--- src/rtl/lcd_bus_reader_pkg.sv ---
// ---------------------------------------------------------------------------
// lcd_bus_reader_pkg
// Shared definitions for the HD44780 read-side peripheral and its companion
// write-path peripheral: register addresses, FSM state encoding, status bit
// positions and default timing constants.
// Optional feature macro used by the users of this package: LCD_RD_AUTOPOLL_EN.
// ---------------------------------------------------------------------------
package lcd_bus_reader_pkg;

  // Default timing in clk cycles (50 MHz clock)
  localparam int unsigned T_AS_DEF     = 3;
  localparam int unsigned T_EH_DEF     = 25;
  localparam int unsigned T_HOLD_DEF   = 2;
  localparam int unsigned POLL_MAX_DEF = 1000;

  // Register map
  localparam logic [3:0] ADDR_START  = 4'h0;
  localparam logic [3:0] ADDR_STATUS = 4'h1;
  localparam logic [3:0] ADDR_RESULT = 4'h2;
  localparam logic [3:0] ADDR_POLL   = 4'h3;

  // Status register bit positions
  localparam int unsigned STAT_ACTIVE_BIT = 0;
  localparam int unsigned STAT_DONE_BIT   = 1;

  // Busy-flag position inside an rs=0 read result
  localparam int unsigned BF_BIT = 7;

  typedef enum logic [1:0] {
    ST_IDLE  = 2'd0,
    ST_SETUP = 2'd1,
    ST_EHIGH = 2'd2,
    ST_HOLD  = 2'd3
  } rd_state_e;

  // Largest of three phase lengths; sizes the shared phase counter
  function automatic int unsigned max3(input int unsigned a,
                                       input int unsigned b,
                                       input int unsigned c);
    int unsigned m;
    m = a;
    if (b > m) begin
      m = b;
    end else begin
      m = m;
    end
    if (c > m) begin
      m = c;
    end else begin
      m = m;
    end
    return m;
  endfunction

endpackage

--- src/rtl/lcd_bus_reader_timer.sv ---
// ---------------------------------------------------------------------------
// lcd_rd_timer
// Loadable down-counter for the LCD read-cycle phases. Loading sets the
// phase length; the counter then steps down once per clock and parks at 1.
// o_term is high while the count is 1, i.e. during the last cycle of a phase.
// Ports:
//   clk        in  system clock
//   rst        in  asynchronous reset, active-low
//   i_load     in  load i_load_val on the next edge (phase entry)
//   i_load_val in  phase length in cycles (>= 1)
//   o_term     out last cycle of the current phase
// ---------------------------------------------------------------------------
module lcd_rd_timer #(
  parameter int unsigned W = 5
) (
  input  logic         clk,
  input  logic         rst,
  input  logic         i_load,
  input  logic [W-1:0] i_load_val,
  output logic         o_term
);

  logic [W-1:0] r_count;

  // Phase counter: reload on entry, count down to 1 and hold there
  always_ff @(posedge clk or negedge rst) begin
    if (!rst) begin
      r_count <= '0;
    end else if (i_load) begin
      r_count <= i_load_val;
    end else if (r_count > W'(1)) begin
      r_count <= r_count - W'(1);
    end else begin
      r_count <= r_count;
    end
  end

  assign o_term = (r_count == W'(1));

endmodule

--- src/rtl/lcd_bus_reader.sv ---
// ---------------------------------------------------------------------------
// lcd_bus_reader
// J1-bus peripheral that runs an HD44780 read cycle (rw=1). Target rs=0
// returns busy flag + address counter, rs=1 returns the DDRAM/CGRAM byte at
// the cursor. The surrounding top level hands the LCD data pads to this block
// whenever rw=1.
// Optional feature (macro LCD_RD_AUTOPOLL_EN): register 0x3 starts a busy-flag
// auto-poll that repeats rs=0 reads until bf=0 or POLL_MAX reads are done.
// Ports:
//   clk      in   system clock
//   rst      in   asynchronous reset, active-low
//   cs/addr/rd/wr/d_in  bus request; d_out registered read data
//   lcd_din  in   LCD data pads (sampled on the last e-high cycle)
//   rs/rw/e  out  LCD control, all registered
// Registers: 0x0 W start (d_in[0]=rs), 0x1 R {done,active},
//            0x2 R last byte read, 0x3 W/R auto-poll / {timeout}
// ---------------------------------------------------------------------------
module lcd_bus_reader
  import lcd_bus_reader_pkg::*;
#(
  parameter int unsigned T_AS     = T_AS_DEF,
  parameter int unsigned T_EH     = T_EH_DEF,
`ifdef LCD_RD_AUTOPOLL_EN
  parameter int unsigned POLL_MAX = POLL_MAX_DEF,
`endif
  parameter int unsigned T_HOLD   = T_HOLD_DEF
) (
  input  logic        clk,
  input  logic        rst,
  input  logic        cs,
  input  logic [3:0]  addr,
  input  logic        rd,
  input  logic        wr,
  input  logic [15:0] d_in,
  output logic [15:0] d_out,
  input  logic [7:0]  lcd_din,
  output logic        rs,
  output logic        rw,
  output logic        e
);

  localparam int unsigned PH_W = $clog2(max3(T_AS, T_EH, T_HOLD) + 1);

  rd_state_e       r_state;
  rd_state_e       w_next_state;
  logic            w_load;
  logic [PH_W-1:0] w_load_val;
  logic            w_term;

  logic            w_start_acc;
  logic            w_poll_acc;
  logic            w_go;
  logic            w_repoll;
  logic            w_hold_exit;
  logic            w_active;
  logic [15:0]     w_poll_status;

  logic            r_target;
  logic            r_done;
  logic [7:0]      r_result;
  logic            r_rs;
  logic            r_rw;
  logic            r_e;
  logic [15:0]     r_d_out;

  // Only d_in[0] carries meaning; the rest of the write word is don't-care
  logic            w_unused;
  assign w_unused = ^d_in[15:1];

  assign w_start_acc = cs && wr && (addr == ADDR_START) && (r_state == ST_IDLE);
  assign w_go        = w_start_acc || w_poll_acc;
  assign w_hold_exit = (r_state == ST_HOLD) && w_term;
  assign w_active    = (r_state != ST_IDLE);

  lcd_rd_timer #(
    .W (PH_W)
  ) u_phase_timer (
    .clk        (clk),
    .rst        (rst),
    .i_load     (w_load),
    .i_load_val (w_load_val),
    .o_term     (w_term)
  );

  // FSM state register
  always_ff @(posedge clk or negedge rst) begin
    if (!rst) begin
      r_state <= ST_IDLE;
    end else begin
      r_state <= w_next_state;
    end
  end

  // FSM next state and phase-counter reload on every state entry
  always_comb begin
    w_next_state = r_state;
    w_load       = 1'b0;
    w_load_val   = '0;
    case (r_state)
      ST_IDLE: begin
        if (w_go) begin
          w_next_state = ST_SETUP;
          w_load       = 1'b1;
          w_load_val   = PH_W'(T_AS);
        end else begin
          w_next_state = ST_IDLE;
        end
      end
      ST_SETUP: begin
        if (w_term) begin
          w_next_state = ST_EHIGH;
          w_load       = 1'b1;
          w_load_val   = PH_W'(T_EH);
        end else begin
          w_next_state = ST_SETUP;
        end
      end
      ST_EHIGH: begin
        if (w_term) begin
          w_next_state = ST_HOLD;
          w_load       = 1'b1;
          w_load_val   = PH_W'(T_HOLD);
        end else begin
          w_next_state = ST_EHIGH;
        end
      end
      ST_HOLD: begin
        if (w_term && w_repoll) begin
          // Back-to-back poll read: rw stays high, e gets a fresh setup
          w_next_state = ST_SETUP;
          w_load       = 1'b1;
          w_load_val   = PH_W'(T_AS);
        end else if (w_term) begin
          w_next_state = ST_IDLE;
        end else begin
          w_next_state = ST_HOLD;
        end
      end
      default: begin
        w_next_state = ST_IDLE;
      end
    endcase
  end

  // Read target latched on an accepted start; auto-poll always reads rs=0
  always_ff @(posedge clk or negedge rst) begin
    if (!rst) begin
      r_target <= 1'b0;
    end else if (w_start_acc) begin
      r_target <= d_in[0];
    end else if (w_poll_acc) begin
      r_target <= 1'b0;
    end else begin
      r_target <= r_target;
    end
  end

  // LCD byte captured on the last e-high cycle
  always_ff @(posedge clk or negedge rst) begin
    if (!rst) begin
      r_result <= 8'h00;
    end else if ((r_state == ST_EHIGH) && w_term) begin
      r_result <= lcd_din;
    end else begin
      r_result <= r_result;
    end
  end

  // done: cleared by a start, set only when the sequence returns to IDLE
  always_ff @(posedge clk or negedge rst) begin
    if (!rst) begin
      r_done <= 1'b0;
    end else if (w_go) begin
      r_done <= 1'b0;
    end else if (w_hold_exit && !w_repoll) begin
      r_done <= 1'b1;
    end else begin
      r_done <= r_done;
    end
  end

  // LCD control pins, one cycle behind the state so e sits strictly inside rw
  always_ff @(posedge clk or negedge rst) begin
    if (!rst) begin
      r_rw <= 1'b0;
      r_rs <= 1'b0;
      r_e  <= 1'b0;
    end else begin
      r_rw <= (r_state != ST_IDLE);
      r_rs <= (r_state != ST_IDLE) ? r_target : 1'b0;
      r_e  <= (r_state == ST_EHIGH);
    end
  end

`ifdef LCD_RD_AUTOPOLL_EN
  localparam int unsigned PC_W = $clog2(POLL_MAX + 1);

  logic            r_poll;
  logic            r_timeout;
  logic [PC_W-1:0] r_poll_cnt;

  assign w_poll_acc    = cs && wr && (addr == ADDR_POLL) && d_in[0] && (r_state == ST_IDLE);
  assign w_repoll      = r_poll && r_result[BF_BIT] && (r_poll_cnt < PC_W'(POLL_MAX));
  assign w_poll_status = {15'h0000, r_timeout};

  // Poll session: counts completed reads; timeout if the last one is still busy
  always_ff @(posedge clk or negedge rst) begin
    if (!rst) begin
      r_poll     <= 1'b0;
      r_timeout  <= 1'b0;
      r_poll_cnt <= '0;
    end else if (w_start_acc) begin
      r_poll     <= 1'b0;
      r_timeout  <= 1'b0;
      r_poll_cnt <= r_poll_cnt;
    end else if (w_poll_acc) begin
      r_poll     <= 1'b1;
      r_timeout  <= 1'b0;
      r_poll_cnt <= PC_W'(1);
    end else if (w_hold_exit && w_repoll) begin
      r_poll     <= r_poll;
      r_timeout  <= r_timeout;
      r_poll_cnt <= r_poll_cnt + PC_W'(1);
    end else if (w_hold_exit && r_poll) begin
      r_poll     <= 1'b0;
      r_timeout  <= r_result[BF_BIT];
      r_poll_cnt <= r_poll_cnt;
    end else begin
      r_poll     <= r_poll;
      r_timeout  <= r_timeout;
      r_poll_cnt <= r_poll_cnt;
    end
  end
`else
  assign w_poll_acc    = 1'b0;
  assign w_repoll      = 1'b0;
  assign w_poll_status = 16'h0000;
`endif

  // Registered read data; captures pre-edge state so a same-cycle start is not seen
  always_ff @(posedge clk or negedge rst) begin
    if (!rst) begin
      r_d_out <= 16'h0000;
    end else if (cs && rd) begin
      case (addr)
        ADDR_STATUS: begin
          r_d_out                  <= 16'h0000;
          r_d_out[STAT_DONE_BIT]   <= r_done;
          r_d_out[STAT_ACTIVE_BIT] <= w_active;
        end
        ADDR_RESULT: r_d_out <= {8'h00, r_result};
        ADDR_POLL:   r_d_out <= w_poll_status;
        default:     r_d_out <= 16'h0000;
      endcase
    end else begin
      r_d_out <= r_d_out;
    end
  end

  assign d_out = r_d_out;
  assign rs    = r_rs;
  assign rw    = r_rw;
  assign e     = r_e;

endmodule

--- config.mk ---
export PLATFORM = sky130hd
export DESIGN_NAME = lcd_bus_reader
export DESIGN_NICKNAME = d
export VERILOG_FILES = /design/src/rtl/lcd_bus_reader_pkg.sv /design/src/rtl/lcd_bus_reader_timer.sv /design/src/rtl/lcd_bus_reader.sv
export SDC_FILE = /design/constraint.sdc
export NUM_CORES = 1
export LEC_CHECK = 0
export ABC_AREA = 1
export BUFFER_PORTS_ARGS = -buffer_cell sky130_fd_sc_hd__buf_2
export CORE_AREA = 2 2 67 82
export CTS_BUF_LIST = sky130_fd_sc_hd__clkbuf_4 sky130_fd_sc_hd__clkbuf_8
export DETAILED_ROUTE_END_ITERATION = 6
export DIE_AREA = 0 0 69 84
export SLEW_MARGIN = 5
export SYNTH_ARGS = -nofsm -noshare
export SYNTH_HDL_FRONTEND = slang
export SYNTH_SLANG_ARGS = --single-unit
--- constraint.sdc ---
create_clock -name clk -period 2.6 [get_ports clk]
set_input_delay 0.52 -clock clk [delete_from_list [all_inputs] [get_ports clk]]
set_output_delay 0.52 -clock clk [all_outputs]
set_load 0.01 [all_outputs]
Word level (Yosys, flattened, before mapping)
Index checks and enable logic that the tools add are counted.
Storage, ports and cells
  flip-flop bits (word level): 36
  input port bits: 33
  output and inout bits: 19
  logic and storage cells: 47
Cells by class
  add/sub/neg operators: 1
  $lt $le $gt $ge: 1
  equal/unequal tests: 6
  mux-type cells: 18
  reduce and logical (&&, ||, !) cells: 12
Operators with widths (number)
  case mux 5 bit (4 select lines): 1
  case mux 8 bit (2 select lines): 1
  two-way mux 5 bit: 3
  two-way mux 2 bit: 4
  case mux 2 bit (4 select lines): 1
  two-way mux 1 bit: 7
  logical AND 1 bit: 6
  nonzero test 2 bit: 3
  equality test 5 x 1 -> 1 bit, second input constant: 1
  > comparator 5 x 1 -> 1 bit, second input constant: 1
  subtractor 5 x 1 -> 5 bit, second input constant: 1
  equality test 2 bit, second input constant: 2
  equality test 4 x 1 -> 1 bit, second input constant: 1
  equality test 4 x 2 -> 1 bit, second input constant: 1
  logical NOT 4 bit: 1
  case mux 1 bit (3 select lines): 1
  equality test 2 x 1 -> 1 bit, second input constant: 1
  logical NOT 2 bit: 1
  OR reduction 2 bit: 1

Longest topological paths before layout
Gate-level depths: netlist (run 1).
  depth in word-level cells: 6
  mapped depth: 9
  gate-level depth less buffers: 9

By module
Synthesis (run 1) repeated with hierarchy kept, for this count alone.
Second synthesis, totals
  cell total of the unflattened synthesis: 168
  area total of the unflattened synthesis: 1506.4 um^2
By module, submodules not included
  lcd_bus_reader: instances 1, cells each 117, area an instance 1148.6 um^2, seq. area each 575.6 um^2
  lcd_rd_timer: instances 1, cells each 51, area an instance 357.8 um^2, seq. area each 125.1 um^2

Worst setup path before layout (run 1)
No wires, ideal clock.
  path type: register to register
  start: register r_state[0]
  end: register u_phase_timer.r_count[3]
  setup time: 0.113 ns
  data arrival time: 1.277 ns
  required time: 2.487 ns
  slack: 1.210 ns
  stages on the path, launching flop included: 10
  path buffers: 0
  clock period less this slack: 1.390 ns
  cells stage by stage: dfrtp_1 -> inv_1 -> ha_1 -> nand2_1 -> nor2_1 -> nand3_1 -> nand3_1 -> nand2_1 -> nand2_1 -> inv_1
Between the ends
  cells in the longest elaborated chain, start to end: 5
  elaborated cells between the ends (all ways): 11
  classes of those cells: eq/ne (3); mux (4); reduce/logical (4)
Ends and longest elaborated chain
  start: declaration: line lcd_bus_reader.sv:44  | rd_state_e r_state;
  start signal: assignment: line lcd_bus_reader.sv:90  | r_state <= w_next_state;
  logical NOT 2 bit: line lcd_bus_reader.sv:70, lcd_bus_reader.sv:99
  logical AND 1 bit: line lcd_bus_reader.sv:70  | assign w_start_acc = cs && wr && (addr == ADDR_START) && (r_state == ST_IDLE);
  two-way mux 1 bit: line lcd_bus_reader.sv:101  | if (w_go) begin
  case mux 1 bit (3 select lines): line lcd_bus_reader.sv:99  | case (r_state)
  two-way mux 5 bit / nonzero test 2 bit (equally long branches)
  end signal: assignment: line lcd_bus_reader_timer.sv:30  | r_count <= i_load_val;
  end signal: assignment: line lcd_bus_reader_timer.sv:32  | r_count <= r_count - W'(1);
  end signal: assignment: line lcd_bus_reader_timer.sv:34  | r_count <= r_count;
  end: declaration: line lcd_bus_reader_timer.sv:23  | logic [W-1:0] r_count;
Several ways; a longest one is shown, not always the timed one.
A chain may end at the register's enable or synchronous reset.

Worst setup path in the final report (run 1)
Same ends and word-level chain as after synthesis.

==> run summary, run 1 <==
die width -> 69 µm
Synth area leaders -> dfrtp_1, nand2_1, ha_1
Post-Syn Area -> 1470 µm²
mux share of post-synthesis cell area -> 0%
Final GP Congestion -> 0.819
post-synth top area cell -> dfrtp_1
sequential-to-total area share from yosys stat -> 47.6%
Die H -> 84 µm
TritonCTS Buffers -> 3
Routed WL -> 2650 µm
leakage -> 0.912 nW
Final setup viols -> 0
Worst IR Drop VDD -> 0.271 mV
worst-skew pair later-pin latency -> 280 ps
met2 wire len -> 1380 µm
Fin. Hold Viols -> 0
# IOs -> 52
total vias in the final route -> 1,152
fraction of layout cells with a size suffix above 1 -> 23.1%
uppermost layer routed -> met4
area share of the largest cell type after synthesis -> 47.6%
Routed WL per cell -> 9.83 µm
GR Overflow Total -> 0
Die Area -> 5800 µm²
Compound-Gate Fraction of Synth Area -> 5.44%
cell count after synthesis -> 177
largest family of logic cells by synthesized area -> simple AND/OR/NAND/NOR gates
CTS tree -> built
crit-path cells -> inv_1 > ha_1 > nand2_1 > nor2_1 > nand3_1 > nand3_1 > nand2_1 > nand2_1 > inv_1
crit-path most repeated cell -> nand2_1
endpoint class of the critical path -> flip-flop
DRT iter0 DRCs -> 97
P&R area growth vs syn -> 17.3%
n_diodes -> 0
Worst slew margin -> 58.5%
flop-to-flop setup slack -> 1010 ps
final critical-path required period -> 1590 ps
DP HPWL -> 2100 µm
CP max stage delay -> 410 ps
outcome -> complete, no violations
DRC -> 0
max_cap viols -> 0
CTS sink count -> 28
Synth Area in Adders -> 5.95%
RSZ-0062 raised after global routing -> false
cell family with the largest share of critical-path delay -> simple AND/OR/NAND/NOR gates
Yosys reg bits -> 28
initial antenna violation count -> 0
Hold WS -> 248 ps
# placed instances -> 266
power density over cell area -> 496 nW/µm²
clock skew -> 4.48 ps
core area -> 5080 µm²
met1 wire length -> 1120 µm
port buffer count -> 28
Avg Inst Size Synth -> 8.31 µm²
final net count -> 249
post-route ant nets -> 0
Max Buffers Root-to-Sink -> 2
met3 wire length -> 109 µm
largest net degree at the start of global routing -> 29
Worst Max-Slew Pin Slew -> 622 ps
Distinct cells, synth -> 25
Post-CTS Setup Inserts -> 0
Buf/Inv on CP -> 2
CTS root buffer -> clkbuf_8
CP required -> 2790 ps
Data arrival, critical path -> 1780 ps
gr usage total -> 9.92%
fin. max-slew vios -> 0
Max Clock Freq -> 627 MHz
WS Path Type -> reg2reg
clk slew on worst S/H paths -> 100 ps
non-filler cells, final -> 270
Worst Path Max Fanout -> 9
vias in the first global route -> 1,124
Rows -> 29
hold_buf cts -> 0
Simple-Gate Fraction of Synth Area -> 30.2%
synth warn -> 0
vias per cell -> 4.27
Crit-path slowest cell -> dfrtp_1
fin crit share -> 61.3%
Hold Crit Class -> in2async
number of iterations in the first detailed-routing pass -> 5
critical path launch point type -> flip-flop
htree depth -> 1
starting density of the core -> 29.0%
setup_tns -> 0 ps
XOR/XNOR share of the synthesized area -> 0.595%
# resized after CTS -> 0
first-pass GRT wire length -> 4660 µm
[kinds of logic (layout without fill, tap and decap cells)]
| kind of cell | after synthesis | in the layout |
|---|---|---|
| and+or+nand+nor | 94 | 94 |
| buffers and inverters | 31 | 55 |
| DFF | 28 | 28 |
| AOI/OAI and AO/OA | 15 | 15 |
| adders and majority gates | 7 | 7 |
| other | 1 | 8 |
| xor gates and xnor gates | 1 | 1 |
[worst reg2reg max path: cells and delay by family, from the launching register on]
family / cells / cell delay, ps
flops: 1 / 410
buf+inv: 2 / 160
fa+ha+maj: 1 / 210
simple gates: 6 / 740
[cell usage after synthesis, drive strengths merged]
cell type / count
a31oi: 2
nor2: 11
a21oi: 3
xnor2: 1
inv: 23
dfrtp: 28
nand2: 64
conb: 1
nand3: 12
or2: 1
nor3: 1
nand3b: 1
nand4: 4
ha: 7
o21ai: 9
o31ai: 1
buf: 8
[report_power, final]
part / leakage, nW / switching, mW / internal, mW / total (mW)
combinational: 0.565 / 0.0398 / 0.0238 / 0.0636
sequential: 0.311 / 0.00370 / 0.444 / 0.448
clock: 0.0357 / 0.139 / 0.206 / 0.345
[per-layer routing]
layer,vias up,track usage [%]
met5,-,0
met4,0,4.81
met3,4,2.17
met2,28,18.4
met1,517,10.4
li1,603,-
[path summary, 6_finish.rpt]
kind / start / to / cells past startpoint
worst min register to register: r_target / rs / 2
worst max-delay path: r_state[0] / u_phase_timer.r_count[3] / 9
max in group asynchronous: rst / r_state[1] / 1
worst min-delay path: rst / r_target / 1
worst max register to register: r_state[0] / u_phase_timer.r_count[3] / 9
min in group clk: lcd_din[7] / r_result[7] / 3
[stage by stage]
| stage | total power [mW] | setup WS [ps] | util [%] | area (µm²) |
|---|---|---|---|---|
| after floorplan | 0.496 | 1210 | - | 1500 |
| after global placement | 0.521 | 1010 | 32.6 | 1660 |
| after detailed placement | 0.522 | 995 | 32.6 | 1660 |
| after CTS | 0.870 | 988 | 34.0 | 1730 |
| after global routing | 0.901 | 848 | 34.0 | 1730 |
| final | 0.857 | 1010 | 34.0 | 1730 |
[flip-flops by register name, indices dropped and copies added, names as in the netlist]
register,flops
d_out,8
e,1
r_done,1
r_result,8
r_state,2
r_target,1
rs,1
rw,1
u_phase_timer.r_count,5
[layout by cell type, fill, tap and decap left out, drive strengths merged]
cell,count
buf,28
ha,7
xnor2,1
nand2,64
o31ai,1
nand3,12
nor3,1
a21oi,3
inv,23
o21ai,9
a31oi,2
or2,1
dfrtp,28
clkbuf,3
nand3b,1
nor2,11
conb,8
bufinv,1
nand4,4
[area by class of cell]
cell class	instances	area, µm²
Clock buffer	3	41.3
Clock inverter	1	30.0
Fill cell	545	3350
Inverter	23	86.3
Multi-Input combinational cell	125	651
Sequential cell	28	701
Tap cell	62	77.6
Timing Repair Buffer	28	140
(Power assumes the default switching activity.)
==> run 2: changes to the inputs <==
--- a/config.mk
+++ b/config.mk
@@ -5,12 +5,12 @@
 export SDC_FILE = /design/constraint.sdc
 export NUM_CORES = 1
 export LEC_CHECK = 0
-export ABC_AREA = 1
+export ABC_AREA = 0
 export BUFFER_PORTS_ARGS = -buffer_cell sky130_fd_sc_hd__buf_2
-export CORE_AREA = 2 2 67 82
+export CORE_AREA = 2 2 65 79
 export CTS_BUF_LIST = sky130_fd_sc_hd__clkbuf_4 sky130_fd_sc_hd__clkbuf_8
 export DETAILED_ROUTE_END_ITERATION = 6
-export DIE_AREA = 0 0 69 84
+export DIE_AREA = 0 0 67 81
 export SLEW_MARGIN = 5
 export SYNTH_ARGS = -nofsm -noshare
 export SYNTH_HDL_FRONTEND = slang
==> constraint.sdc (replaced) <==
create_clock -name clk -period 1.55 [get_ports clk]
set_input_delay 0.31 -clock clk [delete_from_list [all_inputs] [get_ports clk]]
set_output_delay 0.31 -clock clk [all_outputs]
set_load 0.01 [all_outputs]
==> run 2 against run 1 <==
Against the previous run: cell count shrank 16%; clock power grew 10%; synthesized cell count shrank 31%; power grew 43%; core utilization grew 2.4 points.
==> run summary, run 2 <==
gr usage total -> 10.5%
met2 Use GR -> 19.3%
CP required -> 1710 ps
P_int -> 958 µW
Worst slew margin -> 57.5%
Rows -> 28
leakage -> 0.842 nW
final critical-path required period -> 1480 ps
fin. max-slew vios -> 0
area share of the largest cell type after synthesis -> 51.8%
final net count -> 209
P&R area growth vs syn -> 28.0%
CTS sink count -> 28
Max Clock Freq -> 675 MHz
die width -> 67 µm
area of the multi-input gates -> 637 µm²
WS Path Type -> reg2reg
count leader, synth -> dfrtp_1
most used routing layer -> met2
non-filler cells, final -> 227
post-synth top area cell -> dfrtp_1
Final GP Congestion -> 0.748
post-route ant nets -> 0
Layout fillers -> 490
synth warn -> 0
CTS tree -> built
Clock power frac -> 31.1%
Worst Path Max Fanout -> 3
CP max stage delay -> 410 ps
# IOs -> 52
Hold Crit Class -> in2async
Data arrival, critical path -> 1640 ps
largest family of logic cells by synthesized area -> simple AND/OR/NAND/NOR gates
Hold WS -> 56.0 ps
commonest cells after routing, fill and taps aside -> dfrtp_1, buf_2, nand2_1, buf_4, o21ai_0
vias in the first global route -> 1,024
DRC -> 0
sequential-to-total area share from yosys stat -> 51.8%
GR Overflow Total -> 0
TritonCTS Buffers -> 3
met1 Usage GRT -> 12.0%
clock skew -> 3.10 ps
initial antenna violation count -> 0
M3 GR Usage -> 2.22%
max_cap viols -> 0
port buffer count -> 28
total vias in the final route -> 963
fin crit share -> 95.5%
# placed instances -> 221
cell count after synthesis -> 122
FF+latch area -> 701 µm²
Routed WL per cell -> 11.7 µm
Crit-path slowest cell -> dfrtp_1
Die H -> 81 µm
fraction of layout cells with a size suffix above 1 -> 38.9%
vias per cell -> 4.24
combinational share of power -> 7.2%
Max Buffers Root-to-Sink -> 2
number of iterations in the first detailed-routing pass -> 4
Switch Pwr -> 268 µW
starting density of the core -> 28.4%
Flop pwr share -> 61.7%
crit-path cells -> inv_1 > ha_2 > and4b_1 > and2_4 > mux2_2
Final setup viols -> 0
top cells by count, synth -> dfrtp_1, nand2_1, o21ai_0
mux share of post-synthesis cell area -> 8.96%
flop-to-flop setup slack -> 70 ps
htree depth -> 1
Routed WL -> 2660 µm
core area -> 4760 µm²
switching share of total power -> 21.9%
endpoint class of the critical path -> flip-flop
Compound-Gate Fraction of Synth Area -> 8.60%
Synth area leaders -> dfrtp_1, mux2_2, ha_1
Simple-Gate Fraction of Synth Area -> 15.6%
Synth Area in Adders -> 6.47%
outcome -> complete, no violations
power density over cell area -> 708 nW/µm²
number of synthesized flops with an enable pin -> 0
Avg Inst Size Synth -> 11.1 µm²
largest net degree at the start of global routing -> 29
clk slew on worst S/H paths -> 90 ps
XOR/XNOR share of the synthesized area -> 1.94%
Worst IR Drop VDD -> 0.498 mV
first-pass GRT wire length -> 4370 µm
n_diodes -> 0
Distinct cells, synth -> 29
Die Area -> 5430 µm²
worst-skew pair later-pin latency -> 270 ps
Fin. Hold Viols -> 0
CTS root buffer -> clkbuf_8
Post-synth ARST share -> 100%
Yosys reg bits -> 28
hold_buf cts -> 0
DRT iter0 DRCs -> 25
Worst Max-Slew Pin Slew -> 637 ps
DP HPWL -> 2020 µm
critical path launch point type -> flip-flop
Post-Syn Area -> 1350 µm²
Synth Flop Type -> dfrtp_1
## run 2: cell families after synthesis
logic type / count (synthesis)
fa+ha+maj: 7
flops: 28
other cells: 1
mux: 11
simple gates: 37
xor+xnor: 3
buf+inv: 15
compound gates: 20
## run 2: metal layers
layer	vias up	routed length [µm]
met5	-	0
met3	2	121
met2	26	1400
li1	486	-
met1	449	1130
met4	0	10
## run 2: worst paths after layout
| path | from | endpoint | depth (start not counted) |
|---|---|---|---|
| setup / recovery | r_state[0] | r_target | 5 |
| hold / removal | rst | r_result[7] | 1 |
| setup reg to reg | r_state[0] | r_target | 5 |
| hold reg to reg | d_out[2] | d_out[2] | 2 |
| max in group asynchronous | rst | u_phase_timer.r_count[0] | 1 |
| min in group clk | lcd_din[7] | r_result[7] | 2 |
## run 2: what timing repair did
action | CTS | global route
setup buffers | 0 | 2
resized for setup | 0 | 10
setup endpoints to repair | 0 | 10
## run 2: stage by stage
step / instance area, µm² / setup slack [ps] / power (mW) / TNS, ps / util [%]
2_1_floorplan: 1380 / 55.0 / 0.821 / 0 / -
3_3_place_gp: 1630 / 47.6 / 0.859 / 0 / 34.2
3_5_place_dp: 1630 / 30.3 / 0.861 / 0 / 34.2
4_1_cts: 1670 / 18.0 / 1.25 / 0 / 35.1
5_1_grt: 1730 / -8.53 / 1.29 / -8.53 / 36.4
6_report: 1730 / 69.2 / 1.23 / 0 / 36.4
## run 2: cell type report
class	instances	share of cell area, %
inverters	6	1.30
flip-flops and latches	28	40.4
clock buffers	3	2.38
well taps	60	4.33
repair buffers	43	14.8
multi-input cells	87	36.8
## run 2: power by group through the flow
stage	registers, mW	logic, mW	clock network [mW]
6_report	0.757	0.0886	0.381
3_5_place_dp	0.771	0.0898	0
3_3_place_gp	0.771	0.0880	0
5_1_grt	0.759	0.102	0.430
4_1_cts	0.757	0.0896	0.404
2_1_floorplan	0.774	0.0476	0
## run 2: critical path, delay by kind of cell, from the launching register on
family / cells / cell delay (ps)
flops: 1 / 410
simple gates: 2 / 380
buf+inv: 1 / 90
mux: 1 / 320
fa+ha+maj: 1 / 180
